--- config.mk ---
export PLATFORM = sky130hd
export DESIGN_NAME = pipe_wb_reg
export DESIGN_NICKNAME = d
export VERILOG_FILES = /design/src/rtl/pipe_pkg.sv /design/src/rtl/sat_counter.sv /design/src/rtl/pipe_wb_reg.sv
export SDC_FILE = /design/constraint.sdc
export NUM_CORES = 1
export LEC_CHECK = 0
export ABC_AREA = 1
export CAP_MARGIN = 20
export CORE_ASPECT_RATIO = 0.75
export CORE_MARGIN = 8
export CORE_UTILIZATION = 39
export CTS_BUF_LIST = sky130_fd_sc_hd__clkbuf_8
export CTS_CLUSTER_DIAMETER = 40
export DETAILED_ROUTE_END_ITERATION = 16
export GPL_TIMING_DRIVEN = 0
export PLACE_DENSITY = 0.82
export SLEW_MARGIN = 20
export SYNTH_ARGS = -nofsm -noshare
export SYNTH_HDL_FRONTEND = slang
export SYNTH_SLANG_ARGS = --single-unit
--- constraint.sdc ---
create_clock -name clk -period 1.5 [get_ports clk]
set_input_delay 0.15 -clock clk [delete_from_list [all_inputs] [get_ports clk]]
set_output_delay 0.15 -clock clk [all_outputs]
set_load 0.02 [all_outputs]
--- src/rtl/pipe_pkg.sv ---
// Shared pipeline constants: instruction codes, status codes, the "no register" ID
// and the default field widths used by the stage registers.
package pipe_pkg;

    localparam int unsigned DATA_W_DEF  = 64;
    localparam int unsigned REG_W_DEF   = 4;
    localparam int unsigned ICODE_W_DEF = 4;
    localparam int unsigned STAT_W_DEF  = 3;

    localparam logic [ICODE_W_DEF-1:0] IHALT = 4'd0;
    localparam logic [ICODE_W_DEF-1:0] INOP  = 4'd1;

    localparam logic [REG_W_DEF-1:0] RNONE = 4'hF;

    localparam logic [STAT_W_DEF-1:0] SAOK = 3'd1;
    localparam logic [STAT_W_DEF-1:0] SHLT = 3'd2;
    localparam logic [STAT_W_DEF-1:0] SADR = 3'd3;
    localparam logic [STAT_W_DEF-1:0] SINS = 3'd4;

endpackage

--- src/rtl/sat_counter.sv ---
// Up-counter that sticks at all-ones instead of wrapping; synchronous active-high reset.
module sat_counter #(
    parameter int unsigned WIDTH = 32
) (
    input  logic             clk,
    input  logic             reset,
    input  logic             inc,
    output logic [WIDTH-1:0] count
);

    logic [WIDTH-1:0] count_q;
    logic [WIDTH-1:0] count_d;

    always_comb begin
        count_d = count_q;
        if (inc && (count_q != {WIDTH{1'b1}})) begin
            count_d = count_q + WIDTH'(1);
        end
    end

    always_ff @(posedge clk) begin
        if (reset) begin
            count_q <= '0;
        end else begin
            count_q <= count_d;
        end
    end

    assign count = count_q;

endmodule

--- src/rtl/pipe_wb_reg.sv ---
// M->W pipeline register with stall, bubble and a sticky halt that freezes the stage.
// Optional performance counters are built when WB_PERF_CNT_EN is defined.
module pipe_wb_reg
    import pipe_pkg::*;
#(
    parameter int unsigned DATA_W  = DATA_W_DEF,
    parameter int unsigned REG_W   = REG_W_DEF,
    parameter int unsigned ICODE_W = ICODE_W_DEF,
    parameter int unsigned STAT_W  = STAT_W_DEF
) (
    input  logic               clk,
    input  logic               reset,
    input  logic               W_stall,
    input  logic               W_bubble,
    input  logic [ICODE_W-1:0] m_icode,
    input  logic [STAT_W-1:0]  m_stat,
    input  logic [DATA_W-1:0]  m_valE,
    input  logic [DATA_W-1:0]  m_valM,
    input  logic [REG_W-1:0]   m_dstE,
    input  logic [REG_W-1:0]   m_dstM,
    output logic [ICODE_W-1:0] W_icode,
    output logic [STAT_W-1:0]  W_stat,
    output logic [DATA_W-1:0]  W_valE,
    output logic [DATA_W-1:0]  W_valM,
    output logic [REG_W-1:0]   W_dstE,
    output logic [REG_W-1:0]   W_dstM,
    output logic               W_we_e,
    output logic               W_we_m,
    output logic               W_halted
`ifdef WB_PERF_CNT_EN
    ,
    output logic [31:0]        perf_stall_cnt,
    output logic [31:0]        perf_bubble_cnt
`endif
);

    localparam logic [ICODE_W-1:0] NopIcode = ICODE_W'(INOP);
    localparam logic [STAT_W-1:0]  OkStat   = STAT_W'(SAOK);
    localparam logic [REG_W-1:0]   NoReg    = REG_W'(RNONE);

    logic [ICODE_W-1:0] icode_q, icode_d;
    logic [STAT_W-1:0]  stat_q,  stat_d;
    logic [DATA_W-1:0]  vale_q,  vale_d;
    logic [DATA_W-1:0]  valm_q,  valm_d;
    logic [REG_W-1:0]   dste_q,  dste_d;
    logic [REG_W-1:0]   dstm_q,  dstm_d;
    logic               halted_q, halted_d;

    logic stall_take;
    logic bubble_take;
    logic load_take;

    // Halt outranks stall, stall outranks bubble.
    assign stall_take  = !halted_q && W_stall;
    assign bubble_take = !halted_q && !W_stall && W_bubble;
    assign load_take   = !halted_q && !W_stall && !W_bubble;

    always_comb begin
        icode_d  = icode_q;
        stat_d   = stat_q;
        vale_d   = vale_q;
        valm_d   = valm_q;
        dste_d   = dste_q;
        dstm_d   = dstm_q;
        halted_d = halted_q;
        if (bubble_take) begin
            icode_d = NopIcode;
            stat_d  = OkStat;
            vale_d  = '0;
            valm_d  = '0;
            dste_d  = NoReg;
            dstm_d  = NoReg;
        end else if (load_take) begin
            icode_d  = m_icode;
            stat_d   = m_stat;
            vale_d   = m_valE;
            valm_d   = m_valM;
            dste_d   = m_dstE;
            dstm_d   = m_dstM;
            halted_d = (m_stat != OkStat);
        end
    end

    always_ff @(posedge clk) begin
        if (reset) begin
            icode_q  <= NopIcode;
            stat_q   <= OkStat;
            vale_q   <= '0;
            valm_q   <= '0;
            dste_q   <= NoReg;
            dstm_q   <= NoReg;
            halted_q <= 1'b0;
        end else begin
            icode_q  <= icode_d;
            stat_q   <= stat_d;
            vale_q   <= vale_d;
            valm_q   <= valm_d;
            dste_q   <= dste_d;
            dstm_q   <= dstm_d;
            halted_q <= halted_d;
        end
    end

    assign W_icode  = icode_q;
    assign W_stat   = stat_q;
    assign W_valE   = vale_q;
    assign W_valM   = valm_q;
    assign W_dstE   = dste_q;
    assign W_dstM   = dstm_q;
    assign W_halted = halted_q;

    // A non-OK status suppresses both writes, so a halting instruction never commits.
    assign W_we_e = (dste_q != NoReg) && (stat_q == OkStat);
    assign W_we_m = (dstm_q != NoReg) && (stat_q == OkStat);

`ifdef WB_PERF_CNT_EN
    sat_counter #(
        .WIDTH (32)
    ) u_stall_cnt (
        .clk   (clk),
        .reset (reset),
        .inc   (stall_take),
        .count (perf_stall_cnt)
    );

    sat_counter #(
        .WIDTH (32)
    ) u_bubble_cnt (
        .clk   (clk),
        .reset (reset),
        .inc   (bubble_take),
        .count (perf_bubble_cnt)
    );
`endif

endmodule
Word level (Yosys, flattened, before mapping). Cells that the tools add are included.

Logic and storage cells: 22. Output and inout bits: 146. Register bits: 144.

Reduce and logical (&&, ||, !) cells: 10. Bitwise gates (word level): 1. Equality and inequality tests: 4.

Operators by type and width (number): $ne 4x4->1 const B (2); $logic_and 1x1->1 (5); $eq 3x1->1 const B (1); $logic_not 1->1 (3); $ne 3x1->1 const B (1); $reduce_and 2->1 (1); $reduce_or 2->1 (1); $not 1->1 (1).

Depth between registers and ports, before layout. Gate-level depths: netlist of run 1.

Word-level depth: 5. Mapped depth: 7.

Worst setup path before layout of run 1. Ideal clock, no wire load.

Path kind: register -> register. Start: register halted_q, in the netlist W_halted. End: register vale_q[0], in the netlist W_valE[0]. Cell stages (with the launch flop): 7. Path buffers: 2. Arrival: 1.208 ns. Setup time: 0.120 ns. Slack: 0.173 ns. Cell sequence: dfxtp_1 inv_1 nand2_1 o21bai_2 buf_2 buf_2 a21oi_1.

Cells in the longest elaborated chain, start to end: 4. Elaborated cells on any way between the ends: 5.

RTL lines: start: declaration (RTL line pipe_wb_reg.sv:47) `logic halted_q, halted_d;`; start signal: assignment (RTL line pipe_wb_reg.sv:100) `halted_q <= halted_d;`; $logic_not 1->1 * (RTL line pipe_wb_reg.sv:55, pipe_wb_reg.sv:56); $logic_and 1x1->1 * (RTL line pipe_wb_reg.sv:55, pipe_wb_reg.sv:56); $logic_and 1x1->1 (RTL line pipe_wb_reg.sv:55) `assign bubble_take = !halted_q && !W_stall && W_bubble;`; $reduce_or 2->1 (no source line); end signal: assignment (RTL line pipe_wb_reg.sv:96) `vale_q <= vale_d;`; end: declaration (RTL line pipe_wb_reg.sv:43) `logic [DATA_W-1:0] vale_q, vale_d;`.

Mark *: on every way between the ends. The rest lies on a longest branch, timed or not. A chain may end at the register's enable or synchronous reset.

Final worst setup path of run 1.
Start: register stat_q[2], in the netlist W_stat[2]. End: output W_we_e.

Cells in the longest elaborated chain, start to end: 2.

RTL lines: start: declaration (RTL line pipe_wb_reg.sv:42) `logic [STAT_W-1:0] stat_q, stat_d;`; start signal: assignment (RTL line pipe_wb_reg.sv:87) `stat_q <= OkStat;`; start signal: assignment (RTL line pipe_wb_reg.sv:95) `stat_q <= stat_d;`; $eq 3x1->1 (RTL line pipe_wb_reg.sv:113) `assign W_we_e = (dste_q != NoReg) && (stat_q == OkStat);`; $logic_and 1x1->1 (RTL line pipe_wb_reg.sv:113); end: declaration (RTL line pipe_wb_reg.sv:27) `output logic W_we_e,`.

No other way between the ends.

==> results of run 1 <==
==> stage by stage <==
step,power (mW),area (µm²),setup slack (ns)
5_1_grt,8.916,8403,-0.01667
3_3_place_gp,5.666,8119,-0.4324
2_1_floorplan,4.789,4989,0.1728
4_1_cts,8.587,8368,-0.1194
6_report,8.504,8403,0.07529
3_5_place_dp,5.684,8119,-0.4346
==> cell type report <==
class	instances	area [µm²]
sequential	144	2883
clock buffer	18	247.7
multi-input combinational	443	1884
timing repair buffer	296	2781
clock inverter	14	142.6
tap	166	207.7
buffer	43	230.2
fill	1114	3990
inverter	7	26.28
==> worst max-delay path, cell delays in order, from the launching register on <==
cell and delay (ns):
dfxtp_1 0.33, nand3b_1 0.19, a31oi_1 0.17, buf_4 0.17
==> placed cells by master (no fill, tap or decap) <==
| master | Yosys | routed |
|---|---|---|
| a21oi_1 | 135 | 135 |
| a31oi_1 | 2 | 2 |
| buf_12 | 0 | 1 |
| buf_2 | 23 | 19 |
| buf_4 | 1 | 10 |
| buf_6 | 1 | 1 |
| bufinv_16 | 0 | 2 |
| clkbuf_1 | 19 | 11 |
| clkbuf_2 | 0 | 4 |
| clkbuf_4 | 0 | 3 |
| clkbuf_8 | 0 | 18 |
| clkdlybuf4s50_1 | 0 | 146 |
| clkinv_2 | 0 | 3 |
| clkinv_4 | 0 | 2 |
| clkinvlp_4 | 0 | 5 |
| dfxtp_1 | 144 | 144 |
| dlygate4sd2_1 | 0 | 143 |
| dlymetal6s2s_1 | 0 | 1 |
| inv_1 | 6 | 7 |
| inv_2 | 1 | 1 |
| inv_6 | 0 | 1 |
| nand2_1 | 290 | 289 |
| nand2_2 | 1 | 2 |
| nand3_1 | 10 | 10 |
| nand3b_1 | 2 | 2 |
| nor2_1 | 1 | 1 |
| nor2_4 | 1 | 1 |
| o21bai_4 | 0 | 1 |
==> cell families after synthesis <==
| logic type | count (synthesis) | share of synthesized area, % |
|---|---|---|
| buf+inv | 51 | 4.640 |
| simple gates | 305 | 23.55 |
| flops | 144 | 57.79 |
| compound gates | 138 | 14.02 |
==> registers in the layout (all words and copies together), names as in the netlist <==
name	cells
W_halted	1
W_stat	3
W_valE	64
W_dstM	4
W_icode	4
W_dstE	4
W_valM	64
==> layer usage <==
metal	track usage [%]	up-vias
li1	-	2676
met1	22.54	2371
met2	36.32	208
met3	11.51	8
met4	5.749	0
met5	0	-
==> repair_timing <==
item                                    in CTS  in global routing
setup buffers                                3                  1
gates resized for setup                    160                 18
pin swaps                                    1                  0
endpoints found under the setup margin     238                137
==> power groups by stage <==
stage	logic (mW)	clock network, mW	registers (mW)
6_report	1.43	3.01	4.07
3_5_place_dp	1.52	0	4.16
5_1_grt	1.55	3.28	4.09
3_3_place_gp	1.51	0	4.16
2_1_floorplan	0.429	0	4.36
4_1_cts	1.43	3.09	4.07
==> final timing paths <==
kind         startpoint    endpoint  slack, ns  depth (start not counted)
max           W_stat[2]      W_we_e       0.08                          3
min reg2reg  W_valE[11]  W_valE[11]       0.46                          2
max reg2reg    W_halted  W_icode[0]       0.08                          3
min           m_valE[6]   W_valE[6]       0.27                          3
==> run summary, run 1 <==
Sequential power share = 47.8%
Max-cap check violation count = 0
CTS tree = yes
Top Layer Used = met4
CTS Buf Count = 17
Initial core utilization = 40.25%
Metal-1 WL = 7.271 mm
Max IR drop VDD = 0.9608 mV
Pwr dens = 1012 nW/µm²
CTS Root Cell = clkbuf_8
Fin util = 67.80%
CP endpoint kind = primary output
Asr flop ratio synth = 0%
Largest area contributor in the netlist = dfxtp_1
Vias per Instance = 4.653
Vias = 5,263
Num rows = 35
Tmin final = 1.425 ns
Vias in the first global route = 5,232
Final hold slack = 0.2675 ns
Status = complete, no violations
Input/output buffers = 292
Global-route wire length before repair = 28.10 mm
Post-synth EDFFs = 0
Die height = 113.9 µm
Slew Viols, Final = 0
Initial antenna violation count = 0
Layout cells sized above 1 = 7.668%
Area grow syn2layout = 68.45%
GRT Total Usage = 21.30%
Syn Nets = 785
Syn Inst Count = 638
Clk_skew = 0.01208 ns
Top cells by area, synth = dfxtp_1 (58%), nand2_1 (22%), a21oi_1 (14%)
Cell area after synthesis = 4989 µm²
RSZ-0062 raised after global routing = true
Worst slew margin = 43.30%
Final ANT Viol Nets = 0
Static Leakage = 3.721 nW
# DRC = 0
#FFs+latches synth = 144
Clock-pin slew on the worst setup and hold paths = 0.08 ns
Io pins = 293
Wire length on met3 = 2.095 mm
Clock Latency Late Sink = 0.43 ns
Dpl cells = 1,096
Internal = 6.184 mW
1st-pass router iterations = 4
Crit-path max FO = 3
Ys flop type = dfxtp_1
Clock buffer depth = 2
Hold Crit Class = input pin to flip-flop
Clock power frac = 35.4%
Worst endpoint required time = 1.35 ns
Diode count = 0
H-tree Lvls = 4
Die ar. = 16,700 µm²
Largest net degree at the start of global routing = 17
Commonest cells post-synth = nand2_1 (290), dfxtp_1 (144), a21oi_1 (135)
Final count of negative-setup-slack endpoints = 0
Layout net count = 1,099
Top-count cell post-synth = nand2_1
Share of the yosys chip area belonging to registers = 57.79%
Setup TNS = 0 ns
Netlist cell types = 16
Comb pwr share = 16.8%
Dpl hpwl = 14.26 mm
GP Congestion = 0.8323
Ys Warns = 0
Share of the synthesized area in the top cell type = 57.79%
Worst Max-Slew Pin Slew = 0.8506 ns
Sw Ratio = 27.28%
Die width = 146.6 µm
Hold Fails Final Rpt = 0
Fmax = 701.9 MHz
Core Area = 12,390 µm²
Drt total wl = 18.48 mm
Crit Path Category = flip-flop to primary output
Layout Cells excl Fill = 1,131
CTS sink cnt = 144
Ratio of final minimum period to clock period = 94.98%
Hold Buf Count CTS = 0
Switching power total = 2.320 mW
Syn Area/Cell = 7.819 µm²
Startpoint types = flip-flop
Metal2 WL = 8.984 mm
Drt initial violations = 272
Worst EP arrival = 1.27 ns
Total gr overflow = 0
Routed len/inst = 16.34 µm
(Power assumes the default switching activity.)
==> run 2: changes to the inputs <==
Settings changed: ABC_AREA 1 to 0, CORE_UTILIZATION 39 to 43.
==> run 2 against run 1 <==
  * The flow now finishes with violations (negative setup slack)
  * Final cell count increased by 6.0%
  * Die area increased by 14%
  * Combinational power increased by 24%
  * Synthesized cell count increased by 5.6%
  * Critical endpoint unchanged
==> run summary, run 2 <==
Status = finished with violations
Failing checks = negative setup slack
Final Power = 9.159 mW
Commonest cells after routing, fill and taps aside = clkdlybuf4s50_1 (143), dfxtp_1 (141), dlygate4sd2_1 (141)
Max-cap check violation count = 0
Pwr dens = 914.6 nW/µm²
Met3 Track Usage GR = 7.011%
Syn Nets = 821
Die width = 156.4 µm
Adder-cell area share of the yosys netlist = 0%
Final ANT Viol Nets = 0
H-tree Lvls = 4
Ys flop type = dfxtp_1
Critical path startpoint = W_stat[1]
#FFs+latches synth = 144
Vias per Instance = 5.485
Max IR drop VDD = 0.5737 mV
Top-count cell post-synth = dfxtp_1
Hold Crit Class = input pin to flip-flop
CTS sink cnt = 144
Global-route wire length before repair = 36.43 mm
Cell area after synthesis = 6361 µm²
Vias in the first global route = 6,510
Combinational family with the most area after synthesis = compound AO/OA/AOI/OAI gates
Reg2Reg Setup Slack = -0.01 ns
Worst R2R Start = W_halted
Worst Max-Slew Pin Slew = 0.6724 ns
Initial antenna violation count = 0
Hold Fails Final Rpt = 0
Worst Slack Setup Final = -0.1840 ns
Syn Area/Cell = 9.438 µm²
Worst EP arrival = 1.53 ns
Top cells by area, synth = dfxtp_1 (45%), or4b_1 (21%), a21oi_1 (10%)
Syn Inst Count = 674
Crit Path Category = flip-flop to primary output
Clock Latency Late Sink = 0.44 ns
Tmin final = 1.684 ns
Core Area = 14,450 µm²
Clock-pin slew on the worst setup and hold paths = 0.09 ns
Clock buffer depth = 2
HP Start = W_bubble
Ys Warns = 0
Startpoint types = flip-flop
Grt met2 use = 38.92%
# DRC = 0
Crit-path slowest cell = or3b_4
Crit-path max FO = 3
Dpl hpwl = 17.57 mm
Netlist cell types = 19
Share of the synthesized area in the top cell type = 45.32%
Worst R2R Path Depth = 4
Fmax = 593.8 MHz
Synth Area in Simple Gates = 22.46%
Setup TNS = -0.3787 ns
Asr flop ratio synth = 0%
Post-Synth XOR/XNOR Area = 0%
Layout cells sized above 1 = 11.61%
Io pins = 293
Clk_skew = 0.01243 ns
Hold Buf Count CTS = 0
Area grow syn2layout = 57.44%
Vias = 6,576
Routed len/inst = 20.00 µm
CP endpoint kind = primary output
Post-synthesis mux area share = 0%
Worst endpoint required time = 1.35 ns
Reg2Reg Capture Point = W_dstM[2]
Most common cell after layout, fill and taps aside = clkdlybuf4s50_1
Most Crowded Layer GR = met2
Diode count = 0
Met1 Use GR = 30.97%
Slew Viols, Final = 0
1st-pass router iterations = 5
Die ar. = 18,980 µm²
Drt initial violations = 415
Largest area contributor in the netlist = dfxtp_1
Fin util = 69.29%
Die height = 121.3 µm
Commonest cells post-synth = dfxtp_1 (144), a21oi_1 (133), or4b_1 (133)
Input/output buffers = 289
Total gr overflow = 0
CTS tree = yes
GP Congestion = 0.8384
# fillers = 1,242
Max stage delay on crit path = 0.43 ns
Largest net degree at the start of global routing = 17
Static Leakage = 4.059 nW
Layout net count = 1,133
Compound-cell area share of the yosys netlist = 23.70%
Final count of negative-setup-slack endpoints = 4
Share of the yosys chip area belonging to registers = 45.32%
CTS Buf Count = 17
Initial core utilization = 44.01%
Drt total wl = 23.98 mm
Num rows = 38
RSZ-0062 raised after global routing = true
Endpoint, Worst Hold = W_dstM[3]
Post-synth EDFFs = 0
CP Cell Sequence = or3b_4 -> a41oi_2 -> buf_6
WHS Path Cells = 4
GRT Total Usage = 24.28%
CTS Root Cell = clkbuf_8
Worst slew margin = 55.17%
Ratio of final minimum period to clock period = 112.3%
-- run 2: cell count changes after synthesis, moves of 10 or more --
cell      delta
nand2_1    -290
or4b_1     +133
o21ai_0     +83
o21ai_1     +50
clkbuf_1    +39
buf_6       +19
buf_2       -17
a21o_1      +10
nand3_1     -10
o21bai_1    +10
or4_1       +10
-- run 2: kinds of logic (layout without fill, tap and decap cells) --
group	Yosys count	in the layout
compound gates	289	289
buf+inv	95	420
flops	144	144
simple gates	146	146
-- run 2: repair_timing --
item | 4_1_cts | 5_1_grt
setup endpoints to repair | 247 | 84
cloned | 1 | 1
hold endpoints to repair | 0 | 0
gates resized for setup | 173 | 56
pin swaps | 7 | 20
setup buffers | 2 | 1
-- run 2: critical path, delay by kind of cell, from the launching register on --
kind / cells / cell delay (ns)
AOI/OAI and AO/OA: 1 / 0.20
buffers and inverters: 1 / 0.15
DFF: 1 / 0.33
and+or+nand+nor: 1 / 0.43
-- run 2: cell type report --
cell class              instances  area, µm²  area share (%)
multi-input cells             435       3059           30.55
plain buffers                  94      578.1           5.772
well taps                     200      250.2           2.499
clock inverters                14      177.7           1.774
clock buffers                  18      247.7           2.474
repair buffers                294       2813           28.09
flip-flops and latches        144       2889           28.85
-- run 2: power by group --
| part | internal [mW] | total (mW) | switching (mW) |
|---|---|---|---|
| clock network | 1.72 | 3.32 | 1.60 |
| logic | 0.867 | 1.78 | 0.910 |
| registers | 3.98 | 4.06 | 0.0829 |
-- run 2: per-stage QoR --
step	hold slack [ns]	area, µm²	std cells	setup slack, ns
after CTS	0.2359	9856	1198	-0.2055
after global routing	0.2553	10010	1199	-0.2311
after global placement	0.4559	9505	1163	-0.3317
after floorplan	0.3541	6362	674	0.03516
final	0.2624	10010	1199	-0.1840
after detailed placement	0.4632	9505	1163	-0.3626
-- run 2: routing by layer --
metal	routed length, µm	part of all wire (%)
met5	0	0
met4	546	2.3
met3	1853	7.7
met2	11130	46
met1	10450	44
-- run 2: worst max-delay path by stage --
stage / depth (start not counted) / slack, ns / endpoint
after global placement: 3 / -0.33 / W_we_e
after floorplan: 2 / 0.04 / W_we_e
after CTS: 3 / -0.21 / W_we_e
final: 3 / -0.18 / W_we_e
after global routing: 3 / -0.23 / W_we_m
after detailed placement: 3 / -0.36 / W_we_e
